===== config.mk =====
export PLATFORM = sky130hd
export DESIGN_NAME = spm_arb
export DESIGN_NICKNAME = d
export VERILOG_FILES = /design/src/rtl/spm_arb_pkg.sv /design/src/rtl/spm_arb_sel.sv /design/src/rtl/spm_arb.sv
export SDC_FILE = /design/constraint.sdc
export NUM_CORES = 1
export LEC_CHECK = 0
export CAP_MARGIN = 20
export CORE_ASPECT_RATIO = 1.2
export CORE_MARGIN = 3
export CORE_UTILIZATION = 35
export CTS_BUF_LIST = sky130_fd_sc_hd__clkbuf_4
export DETAILED_ROUTE_END_ITERATION = 10
export PLACE_DENSITY_LB_ADDON = 0.05
export SETUP_SLACK_MARGIN = 0.2
export SYNTH_ARGS = -nofsm -noshare
export SYNTH_HDL_FRONTEND = slang
export SYNTH_SLANG_ARGS = --single-unit

===== constraint.sdc =====
create_clock -name clk -period 2.39 [get_ports clk]
set_input_delay 0.478 -clock clk [delete_from_list [all_inputs] [get_ports clk]]
set_output_delay 0.478 -clock clk [all_outputs]
set_load 0.02 [all_outputs]

===== src/rtl/spm_arb_pkg.sv =====
// Shared definitions for the scratchpad port-B arbiter: FSM state codes,
// owner codes, strobe/direction levels and default bus widths.
// Imported by spm_arb and spm_arb_sel.
package spm_arb_pkg;

   // Strobe and direction levels seen on the SPM pins
   localparam logic ENABLE_  = 1'b0;
   localparam logic DISABLE_ = 1'b1;
   localparam logic READ     = 1'b1;
   localparam logic WRITE    = 1'b0;

   // Bus widths of the SPM port
   localparam int SPM_ADDR_W  = 12;
   localparam int WORD_DATA_W = 32;

   // Access sequencer states
   typedef enum logic [1:0] {
      SPM_ARB_IDLE   = 2'd0,
      SPM_ARB_ACCESS = 2'd1,
      SPM_ARB_RESP   = 2'd2
   } spm_arb_state_e;

   // Owner of the access in flight
   localparam logic SPM_ARB_OWNER_M = 1'b0;
   localparam logic SPM_ARB_OWNER_D = 1'b1;

   // Consecutive M grants tolerated while D waits
   localparam int SPM_ARB_MAX_WAIT_DEF = 4;

endpackage


===== src/rtl/spm_arb_sel.sv =====
// Grant decision for the two masters plus the D-starvation counter.
// Ports: i_clk/i_reset_ clock and async active-low reset; i_m_req_/i_d_req_
// active-low requests; i_idle sequencer idle flag; o_grant_vld, o_owner.
module spm_arb_sel
   import spm_arb_pkg::*;
#(
   parameter int MAX_WAIT = SPM_ARB_MAX_WAIT_DEF
) (
   input  logic i_clk,
   input  logic i_reset_,
   input  logic i_m_req_,
   input  logic i_d_req_,
   input  logic i_idle,
   output logic o_grant_vld,
   output logic o_owner
);

   localparam logic [3:0] MAX_WAIT_C = 4'(MAX_WAIT);

   logic [3:0] r_wait_cnt;
   logic       w_m_req;
   logic       w_d_req;
   logic       w_d_wins;

   assign w_m_req = ~i_m_req_;
   assign w_d_req = ~i_d_req_;

   // M has priority unless D has already been passed over MAX_WAIT times
   assign w_d_wins    = w_d_req & (~w_m_req | (r_wait_cnt == MAX_WAIT_C));
   assign o_grant_vld = i_idle & (w_m_req | w_d_req);
   assign o_owner     = w_d_wins ? SPM_ARB_OWNER_D : SPM_ARB_OWNER_M;

   // Counts M grants taken while D was waiting; only IDLE cycles matter
   always_ff @(posedge i_clk or negedge i_reset_) begin
      if (!i_reset_) begin
         r_wait_cnt <= 4'd0;
      end else if (i_idle) begin
         if (!w_d_req || w_d_wins) begin
            r_wait_cnt <= 4'd0;
         end else if (w_m_req && (r_wait_cnt != MAX_WAIT_C)) begin
            r_wait_cnt <= r_wait_cnt + 4'd1;
         end
      end
   end

endmodule


===== src/rtl/spm_arb.sv =====
// Shares SPM port B between the MEM stage (M) and a DMA/debug master (D):
// IDLE grants and latches a request, ACCESS strobes the SPM, RESP returns
// data with a one-cycle active-low ready. Ports: clk, reset_ (async, low);
// m_*/d_* master request/response sets; spm_* pins toward the SPM.
module spm_arb
   import spm_arb_pkg::*;
#(
   parameter int ADDR_W   = SPM_ADDR_W,
   parameter int DATA_W   = WORD_DATA_W,
   parameter int MAX_WAIT = SPM_ARB_MAX_WAIT_DEF
) (
   input  logic              clk,
   input  logic              reset_,
   input  logic              m_req_,
   input  logic              m_rw,
   input  logic [ADDR_W-1:0] m_addr,
   input  logic [DATA_W-1:0] m_wr_data,
   output logic [DATA_W-1:0] m_rd_data,
   output logic              m_rdy_,
   input  logic              d_req_,
   input  logic              d_rw,
   input  logic [ADDR_W-1:0] d_addr,
   input  logic [DATA_W-1:0] d_wr_data,
   output logic [DATA_W-1:0] d_rd_data,
   output logic              d_rdy_,
   output logic [ADDR_W-1:0] spm_addr,
   output logic              spm_as_,
   output logic              spm_rw,
   output logic [DATA_W-1:0] spm_wr_data,
   input  logic [DATA_W-1:0] spm_rd_data
);

   spm_arb_state_e    r_state;
   spm_arb_state_e    w_next_state;
   logic              r_owner;
   logic              r_rw;
   logic [ADDR_W-1:0] r_addr;
   logic [DATA_W-1:0] r_wr_data;
   logic [DATA_W-1:0] r_m_rd_data;
   logic [DATA_W-1:0] r_d_rd_data;
   logic              w_idle;
   logic              w_grant_vld;
   logic              w_grant_owner;
   logic              w_m_rd_live;
   logic              w_d_rd_live;

   assign w_idle = (r_state == SPM_ARB_IDLE);

   spm_arb_sel #(
      .MAX_WAIT (MAX_WAIT)
   ) u_sel (
      .i_clk       (clk),
      .i_reset_    (reset_),
      .i_m_req_    (m_req_),
      .i_d_req_    (d_req_),
      .i_idle      (w_idle),
      .o_grant_vld (w_grant_vld),
      .o_owner     (w_grant_owner)
   );

   // State register
   always_ff @(posedge clk or negedge reset_) begin
      if (!reset_) begin
         r_state <= SPM_ARB_IDLE;
      end else begin
         r_state <= w_next_state;
      end
   end

   // Next state: only the IDLE exit depends on inputs
   always_comb begin
      w_next_state = r_state;
      case (r_state)
         SPM_ARB_IDLE:   if (w_grant_vld) w_next_state = SPM_ARB_ACCESS;
         SPM_ARB_ACCESS: w_next_state = SPM_ARB_RESP;
         SPM_ARB_RESP:   w_next_state = SPM_ARB_IDLE;
         default:        w_next_state = SPM_ARB_IDLE;
      endcase
   end

   // Outputs decoded from state so reset forces them inactive at once
   always_comb begin
      spm_as_ = DISABLE_;
      m_rdy_  = 1'b1;
      d_rdy_  = 1'b1;
      case (r_state)
         SPM_ARB_ACCESS: spm_as_ = ENABLE_;
         SPM_ARB_RESP: begin
            if (r_owner == SPM_ARB_OWNER_M) m_rdy_ = 1'b0;
            else                            d_rdy_ = 1'b0;
         end
         default: ;
      endcase
   end

   // Request latch; these registers drive the SPM pins directly
   always_ff @(posedge clk or negedge reset_) begin
      if (!reset_) begin
         r_owner   <= SPM_ARB_OWNER_M;
         r_rw      <= READ;
         r_addr    <= '0;
         r_wr_data <= '0;
      end else if (w_idle && w_grant_vld) begin
         r_owner <= w_grant_owner;
         if (w_grant_owner == SPM_ARB_OWNER_D) begin
            r_rw      <= d_rw;
            r_addr    <= d_addr;
            r_wr_data <= d_wr_data;
         end else begin
            r_rw      <= m_rw;
            r_addr    <= m_addr;
            r_wr_data <= m_wr_data;
         end
      end
   end

   assign spm_addr    = r_addr;
   assign spm_rw      = r_rw;
   assign spm_wr_data = r_wr_data;

   // SPM data arrives during RESP: pass it through in that cycle so it is
   // valid alongside rdy_, and keep a copy for later cycles
   assign w_m_rd_live = (r_state == SPM_ARB_RESP) && (r_rw == READ) &&
                        (r_owner == SPM_ARB_OWNER_M);
   assign w_d_rd_live = (r_state == SPM_ARB_RESP) && (r_rw == READ) &&
                        (r_owner == SPM_ARB_OWNER_D);

   always_ff @(posedge clk or negedge reset_) begin
      if (!reset_) begin
         r_m_rd_data <= '0;
         r_d_rd_data <= '0;
      end else begin
         if (w_m_rd_live) r_m_rd_data <= spm_rd_data;
         if (w_d_rd_live) r_d_rd_data <= spm_rd_data;
      end
   end

   assign m_rd_data = w_m_rd_live ? spm_rd_data : r_m_rd_data;
   assign d_rd_data = w_d_rd_live ? spm_rd_data : r_d_rd_data;

endmodule


==> results.rst, run 1 <==
.. list-table::
   :header-rows: 1

   * - Metric
     - Value
   * - Critical Setup Path Class
     - flop to primary output
   * - CP cell instances
     - or3b_4 -> nor2_8 -> buf_12 -> buf_12 -> mux2_4 -> buf_6
   * - Die width
     - 117.9 um
   * - Total grt overflow
     - 0
   * - Clock tree root driver cell
     - clkbuf_4
   * - Routed via count divided by cell count
     - approximately 4.9
   * - Core Box Area
     - 14530 um2
   * - Clock insertion delay at the later pin of the skew report
     - around 0.52 ns
   * - Sum Neg Setup Slack
     - -15.84 ns
   * - DP HPWL
     - around 11 mm
   * - Maximum Capacitance Violations
     - 0
   * - Worst-path fanout max
     - 7
   * - Gate Count Post-Synth
     - approximately 430
   * - Post-Synthesis Net Count
     - 562
   * - Worst-case headroom to the max-slew limit
     - 0.3371
   * - Maximum vdd ir drop
     - about 460 uV
   * - Post-layout min period
     - around 2.7 ns
   * - Setup ws final
     - -0.3385 ns
   * - Die height
     - roughly 140 um
   * - CP Launch Type
     - flop
   * - Setup-failing EPs final
     - 64
   * - Count of clock tree sinks
     - ~120
   * - Number of max-slew violations in the final report
     - 0
   * - Predominant post-synthesis flop cell
     - dfrtp_1
   * - Clock input transition at the sequential cells of the worst setup and hold paths
     - between 0.1 and 0.15 ns
   * - Average routed wire per standard cell
     - ~18 um
   * - Critical path capture point type
     - primary output
   * - RD Place Congestion
     - 0.7680
   * - Share of the yosys chip area belonging to registers
     - 0.5520
   * - Static leakage
     - roughly 0.0038 uW
   * - Io pins
     - ~240
   * - Data required time of the worst path
     - approximately 1.9 ns
   * - Setup repair after global routing missed its margin
     - true
   * - # rows
     - 48
   * - Detailed Route Iter0 Violations
     - around 230
   * - Port Buf Inserts
     - ~240
   * - Largest stage delay on the critical path
     - between 0.4 and 0.5 ns
   * - Number of distinct standard cells referenced by the synthesized netlist
     - 35
   * - Antenna violations before repair
     - 2
   * - Total number of yosys warnings
     - 0
   * - Number of synthesized register bits
     - around 120
   * - Slew at the pin with the worst max-slew slack
     - between 0.9 and 1 ns
   * - NumNets Final
     - ~830
   * - Count of flip-flops with a built-in enable after synthesis
     - 0
   * - Drt total wl
     - approximately 16 mm
   * - Overall routing resource usage
     - 0.1900
   * - Wire length of the first global-routing pass
     - approximately 25 mm
   * - Final worst clock skew
     - approximately 0.011 ns
   * - Overall power consumption
     - about 11000 uW
   * - Violations in the final reports
     - negative setup slack
   * - Area growth from synthesis to layout
     - 62.88%
   * - Via total after detailed routing
     - 4492
   * - Full die area
     - approximately 17000 um2
   * - DRT Pass-1 Iters
     - 4
   * - Starting density of the core
     - 0.3620
   * - Slowest cell on the critical path
     - or3b_4
   * - Areal power density over the cells
     - ~1300 nW/um2
   * - Result of the run
     - complete, but fails checks
   * - Max Freq
     - 366.5 MHz
   * - Number of nets still failing antenna checks after routing
     - 0
   * - Final Hold Fails
     - 0
   * - Worst min path class
     - input port to asynchronous set/reset pin
   * - Total CTS buffers
     - 17
   * - Maximum count of clock buffers along a single path
     - 2
   * - Final period util
     - 1.142
   * - Post-Syn Area
     - 5261 um2
   * - Share of synthesized flip-flops with an asynchronous set or reset
     - 1.000
   * - Via count of the first global-routing pass
     - roughly 4600
   * - Share of final-layout standard cells stronger than drive strength 1
     - 0.3120
   * - CTS HTree Levels
     - 4
   * - Clock tree from TritonCTS
     - yes
   * - Syn_area_per_cell
     - ~12 um2
   * - Largest net degree at the start of global routing
     - between 70 and 80
   * - Critical path arrival
     - between 2 and 2.5 ns
   * - Cell with the most instances on the worst path
     - buf_12
   * - Number of design rule violations left after detail routing
     - 0
==> final cells by class <==
class	count	area, um2
clock buffers	20	150.1
clock inverters	12	90.09
flip-flops and latches	116	2904
diodes	2	5.005
well taps	200	250.2
inverters	6	22.52
repair buffers	291	3045
fillers	1203	5964
multi-input cells	273	2102
==> critical path, delay by kind of cell (launching register included) <==
family	cells	cell delay [ns]
buffers and inverters	3	0.39
flip-flops	1	0.39
AND/OR/NAND/NOR	2	0.63
multiplexers	1	0.32
==> what timing repair did <==
action / CTS / global route
gates cloned: 2 / 2
gates resized for setup: 368 / 48
hold buffers: 1 / 0
pin swaps: 2 / 3
setup buffers: 17 / 12
endpoints found under the hold margin: 43 / 0
setup endpoints to repair: 68 / 66
==> cells by family after synthesis <==
logic type | synth area share
compound gates | 0.07515
mux | 0.1660
fa+ha+maj | 0.004755
simple gates | 0.1429
flops | 0.5520
buf+inv | 0.05921
==> synth_stat cells, drive strengths merged (2+ instances only) <==
cell type  number  area, um2
dfrtp         115       2878
nand2          93      349.1
mux2           64      863.3
nand4          46      287.8
o211ai         44      330.3
buf            28      247.7
clkbuf         11      41.29
inv             6      22.52
o21ai           5      25.02
nor2            3      27.53
ha              2      25.02
nand3b          2      27.53
==> power breakdown <==
group / internal (uW) / switching (uW) / total (uW)
clock: 531 / 738 / 1270
combinational: 3570 / 3250 / 6820
sequential: 2920 / 375 / 3290
==> stage by stage <==
stage / instance area (um2) / utilization / hold WS, ns / cells / worst slack [ns]
floorplan: 5261 / - / 0.1824 / 434 / 0.3319
global placement: 7814 / 0.5376 / 0.3252 / 852 / -0.1350
detailed placement: 7814 / 0.5376 / 0.3290 / 852 / -0.1508
CTS: 8262 / 0.5684 / 0.2531 / 904 / -0.4482
global route: 8569 / 0.5896 / 0.2766 / 920 / -0.4735
finish: 8569 / 0.5896 / 0.3326 / 920 / -0.3385
==> worst paths after layout <==
check                      slack, ns        endpoint  cells after the start                start
setup / recovery               -0.34   m_rd_data[20]                      6              r_owner
hold / removal                  0.33  r_m_rd_data[4]                      2               reset_
setup reg to reg                0.40     spm_addr[5]                      5  u_sel.r_wait_cnt[0]
hold reg to reg                 0.51  r_d_rd_data[7]                      1       r_d_rd_data[7]
max in group asynchronous       1.45     spm_addr[5]                      3               reset_
min in group clk                0.51  r_d_rd_data[7]                      1       r_d_rd_data[7]
==> registers in the layout, summed over array words and instances (netlist names) <==
signal / flops
r_owner: 1
u_sel.r_wait_cnt: 4
spm_wr_data: 32
spm_rw: 1
spm_addr: 12
r_m_rd_data: 32
r_state: 2
r_d_rd_data: 32
==> cells in the final DEF, fill, tap and decap left out, drive strengths merged <==
cell type,count
clkdlybuf4s50,168
buf,117
dfrtp,115
nand2,93
mux2,64
nand4,46
o211ai,44
clkbuf,22
clkinv,8
inv,6
o21ai,5
clkinvlp,3
dlygate4sd2,3
nor2,3
diode,2
ha,2
nand3b,2
or2,1
or3b,1
and2b,1
a211o,1
nand4bb,1
nand2b,1
and2,1
o311ai,1
o22ai,1
o31ai,1
o221ai,1
nor3,1
nand3,1
mux2i,1
bufinv,1
dlygate4sd3,1
dfstp,1
==> per-layer routing <==
layer,vias up,part of all wire,GRT usage
li1,2101,-,-
met1,2173,0.41,0.2270
met2,190,0.48,0.3053
met3,28,0.082,0.07512
met4,0,0.026,0.08272
met5,-,0,0
Note: power is estimated with default switching activity, not from simulation.
==> run 2: changes to the inputs <==
--- a/config.mk
+++ b/config.mk
@@ -5,12 +5,13 @@
 export SDC_FILE = /design/constraint.sdc
 export NUM_CORES = 1
 export LEC_CHECK = 0
-export CAP_MARGIN = 20
+export CAP_MARGIN = 15
 export CORE_ASPECT_RATIO = 1.2
 export CORE_MARGIN = 3
 export CORE_UTILIZATION = 35
 export CTS_BUF_LIST = sky130_fd_sc_hd__clkbuf_4
 export DETAILED_ROUTE_END_ITERATION = 10
+export DONT_BUFFER_PORTS = 1
 export PLACE_DENSITY_LB_ADDON = 0.05
 export SETUP_SLACK_MARGIN = 0.2
 export SYNTH_ARGS = -nofsm -noshare
==> results.rst, run 2 (synthesized netlist as in run 1, its figures left out) <==
.. list-table::
   :header-rows: 1

   * - Metric
     - Value
   * - Starting density of the core
     - 0.3620 (unchanged)
   * - Reg2Reg Capture Point
     - spm_wr_data[13]
   * - Commonest cells after routing, fill and taps aside
     - dfrtp_1, nand2_1, mux2_4
   * - Setup repair after global routing missed its margin
     - true
   * - Cell area after layout
     - 5928 um2 (-31%)
   * - Port Buf Inserts
     - 0 (-100%)
   * - Wire length of the first global-routing pass
     - 21.60 mm (-13%)
   * - Met2 Use GR
     - 0.2668 (-0.03846)
   * - Number of nets still failing antenna checks after routing
     - 0 (unchanged)
   * - Routed via count divided by cell count
     - 5.275 (+8.0%)
   * - Average routed wire per standard cell
     - 21.25 um (+21%)
   * - Critical Setup Path Class
     - flop to primary output
   * - Max Freq
     - 383.4 MHz (+4.6%)
   * - Net Sw Power
     - 3810 uW (-13%)
   * - CTS HTree Levels
     - 4 (unchanged)
   * - Die height
     - 140.3 um (unchanged)
   * - Final period util
     - 1.091 (-0.05023)
   * - Violations in the final reports
     - negative hold slack, negative setup slack
   * - # fillers
     - 1396 (+16%)
   * - Full die area
     - 16550 um2 (unchanged)
   * - Sequential standard cell area
     - 2904 um2 (unchanged)
   * - Via count of the first global-routing pass
     - 3729 (-18%)
   * - Share of final-layout standard cells stronger than drive strength 1
     - 0.2778 (-0.03420)
   * - RD Place Congestion
     - 0.7091 (-7.7%)
   * - Worst setup slack for register-to-register paths
     - 0.42 ns (+0.02 ns)
   * - Data required time of the worst path
     - 1.91 ns (about the same)
   * - Met3 layer usage reported by global route
     - 0.07270 (-0.002423)
   * - Count of clock tree sinks
     - 116 (unchanged)
   * - Setup-failing EPs final
     - 64 (unchanged)
   * - M1 GR Usage
     - 0.2021 (-0.02487)
   * - Final worst clock skew
     - 0.01589 ns (+0.005309 ns)
   * - Internal Dissipation
     - 5081 uW (-28%)
   * - NumNets Final
     - 565 (-32%)
   * - Cells after DPL
     - 605 (-29%)
   * - Net switching share of the total power
     - 0.4286 (+0.04493)
   * - Static leakage
     - 0.002638 uW (-30%)
   * - Number of design rule violations left after detail routing
     - 0 (unchanged)
   * - DP Worst Slack
     - 0.2426 ns (+0.3934 ns)
   * - CP Launch Type
     - flop
   * - Overall power consumption
     - 8892 uW (-22%)
   * - Drt total wl
     - 13.84 mm (-14%)
   * - Antenna violations before repair
     - 1 (-1)
   * - DP HPWL
     - 8.699 mm (-19%)
   * - Worst-path fanout max
     - 8 (+1)
   * - R2R depth
     - 5 (unchanged)
   * - Commonest non-fill, non-tap cell in the layout
     - dfrtp_1
   * - Cell family with most CP delay
     - flip-flops
   * - Source of the worst register-to-register timing path
     - u_sel.r_wait_cnt[0]
   * - Multi-input gate area in the final layout
     - 2136 um2 (+1.6%)
   * - Largest net degree at the start of global routing
     - 117 (+58%)
   * - Core Box Area
     - 14530 um2 (unchanged)
   * - Placed Instance Area
     - 5356 um2 (-31%)
   * - Slowest cell on the critical path
     - dfstp_2
   * - Sequential share of power
     - 0.434 (+0.145)
   * - Clock tree root driver cell
     - clkbuf_4
   * - Final Non-Filler Cells
     - 651 (-29%)
   * - Buffer and inverter count on the worst path
     - 2 (-1)
   * - Number of max-slew violations in the final report
     - 0 (unchanged)
   * - Critical path arrival
     - 2.13 ns (-0.12 ns)
   * - Total grt overflow
     - 0 (unchanged)
   * - Total CTS buffers
     - 17 (unchanged)
   * - Area growth from synthesis to layout
     - 12.68%
   * - Maximum count of clock buffers along a single path
     - 2 (unchanged)
   * - Clk network pwr share
     - 0.155 (+0.043)
   * - CP cell instances
     - inv_2 -> or2_4 -> clkbuf_16 -> mux2_4
   * - Worst min path class
     - input port to asynchronous set/reset pin
   * - Gr busiest metal
     - met2
   * - Final Hold Fails
     - 116 (+116)
   * - Post-layout min period
     - 2.608 ns (-0.1201 ns)
   * - Overall routing resource usage
     - 0.1680 (-0.02204)
   * - Maximum vdd ir drop
     - 441.4 uV (-4.4%)
   * - Clock tree from TritonCTS
     - yes
   * - Critical path capture point type
     - primary output
   * - Worst-case headroom to the max-slew limit
     - 0.3779 (+0.04087)
   * - Maximum Capacitance Violations
     - 0 (unchanged)
   * - Share of power burned in combinational logic
     - 0.412 (-0.187)
   * - Detailed Route Iter0 Violations
     - 194 (-14%)
   * - Clock insertion delay at the later pin of the skew report
     - 0.52 ns (about the same)
   * - Setup ws final
     - -0.2184 ns (+0.1201 ns)
   * - Die width
     - 117.9 um (unchanged)
   * - Via total after detailed routing
     - 3434 (-24%)
   * - Areal power density over the cells
     - 1500 nW/um2 (+13%)
   * - Slew at the pin with the worst max-slew slack
     - 0.9331 ns (-0.06130 ns)
   * - DRT Pass-1 Iters
     - 4 (unchanged)
   * - Io pins
     - 238 (unchanged)
   * - Largest stage delay on the critical path
     - 0.63 ns (+0.20 ns)
   * - # rows
     - 48 (unchanged)
   * - Clock input transition at the sequential cells of the worst setup and hold paths
     - 0.11 ns (about the same)
   * - Worst-case hold slack
     - -0.3654 ns (-0.6980 ns)
   * - Result of the run
     - complete, but fails checks
## run 2: worst max-delay path by stage
stage | from | to | slack, ns | cells after the start
after CTS | r_owner | m_rd_data[20] | -0.30 | 5
final | spm_rw | d_rd_data[21] | -0.22 | 4
after detailed placement | r_owner | m_rd_data[0] | 0.24 | 4
after global placement | r_owner | m_rd_data[0] | 0.26 | 4
after floorplan | r_state[0] | m_rd_data[10] | 0.33 | 5
after global routing | r_state[0] | d_rd_data[11] | -0.34 | 5
## run 2: layout make-up
class | instances | share of cell area
sequential | 116 | 0.4899
multi-input combinational | 273 | 0.3603
timing repair buffer | 23 | 0.05973
tap | 200 | 0.04221
clock buffer | 22 | 0.02786
clock inverter | 10 | 0.01583
inverter | 6 | 0.003799
antenna | 1 | 0.0004221
## run 2: worst reg2reg max path: stages (launching register included)
cell	delay, ns
dfrtp_1	0.40
inv_1	0.07
ha_1	0.22
nand4bb_2	0.10
and2_2	0.76
o211ai_1	0.25
## run 2: metal layers
metal,vias up,wire [um]
met5,-,0
met4,0,184
met3,14,1265
met2,157,6718
met1,1697,5667
li1,1566,-
## run 2: power by group through the flow
stage	sequential, uW	clock [uW]	combinational, uW
after floorplan	3710	0	3040
after global placement	3890	0	3370
after detailed placement	3880	0	3420
after CTS	3860	1440	3580
after global routing	3970	1540	3960
final	3860	1370	3660
## run 2: through the flow
stage / util / TNS, ns
2_1_floorplan: - / 0
3_3_place_gp: 0.3685 / 0
3_5_place_dp: 0.3685 / 0
4_1_cts: 0.3976 / -18.54
5_1_grt: 0.4079 / -20.22
6_report: 0.4079 / -12.27
## run 2: what timing repair did
item / 4_1_cts / 5_1_grt
hold endpoints to repair: 116 / 116
pin swaps: 1 / 1
buffers inserted: 4 / 3
cloned: 3 / 3
endpoints found under the setup margin: 64 / 64
resized for setup: 14 / 17
==> run 3: changes to the inputs <==
--- a/config.mk
+++ b/config.mk
@@ -5,6 +5,7 @@
 export SDC_FILE = /design/constraint.sdc
 export NUM_CORES = 1
 export LEC_CHECK = 0
+export ABC_CLOCK_PERIOD_IN_PS = 2390
 export CAP_MARGIN = 15
 export CORE_ASPECT_RATIO = 1.2
 export CORE_MARGIN = 3
==> results of run 3 <==
Final layout, timing and power as in run 2 (identical DEF).
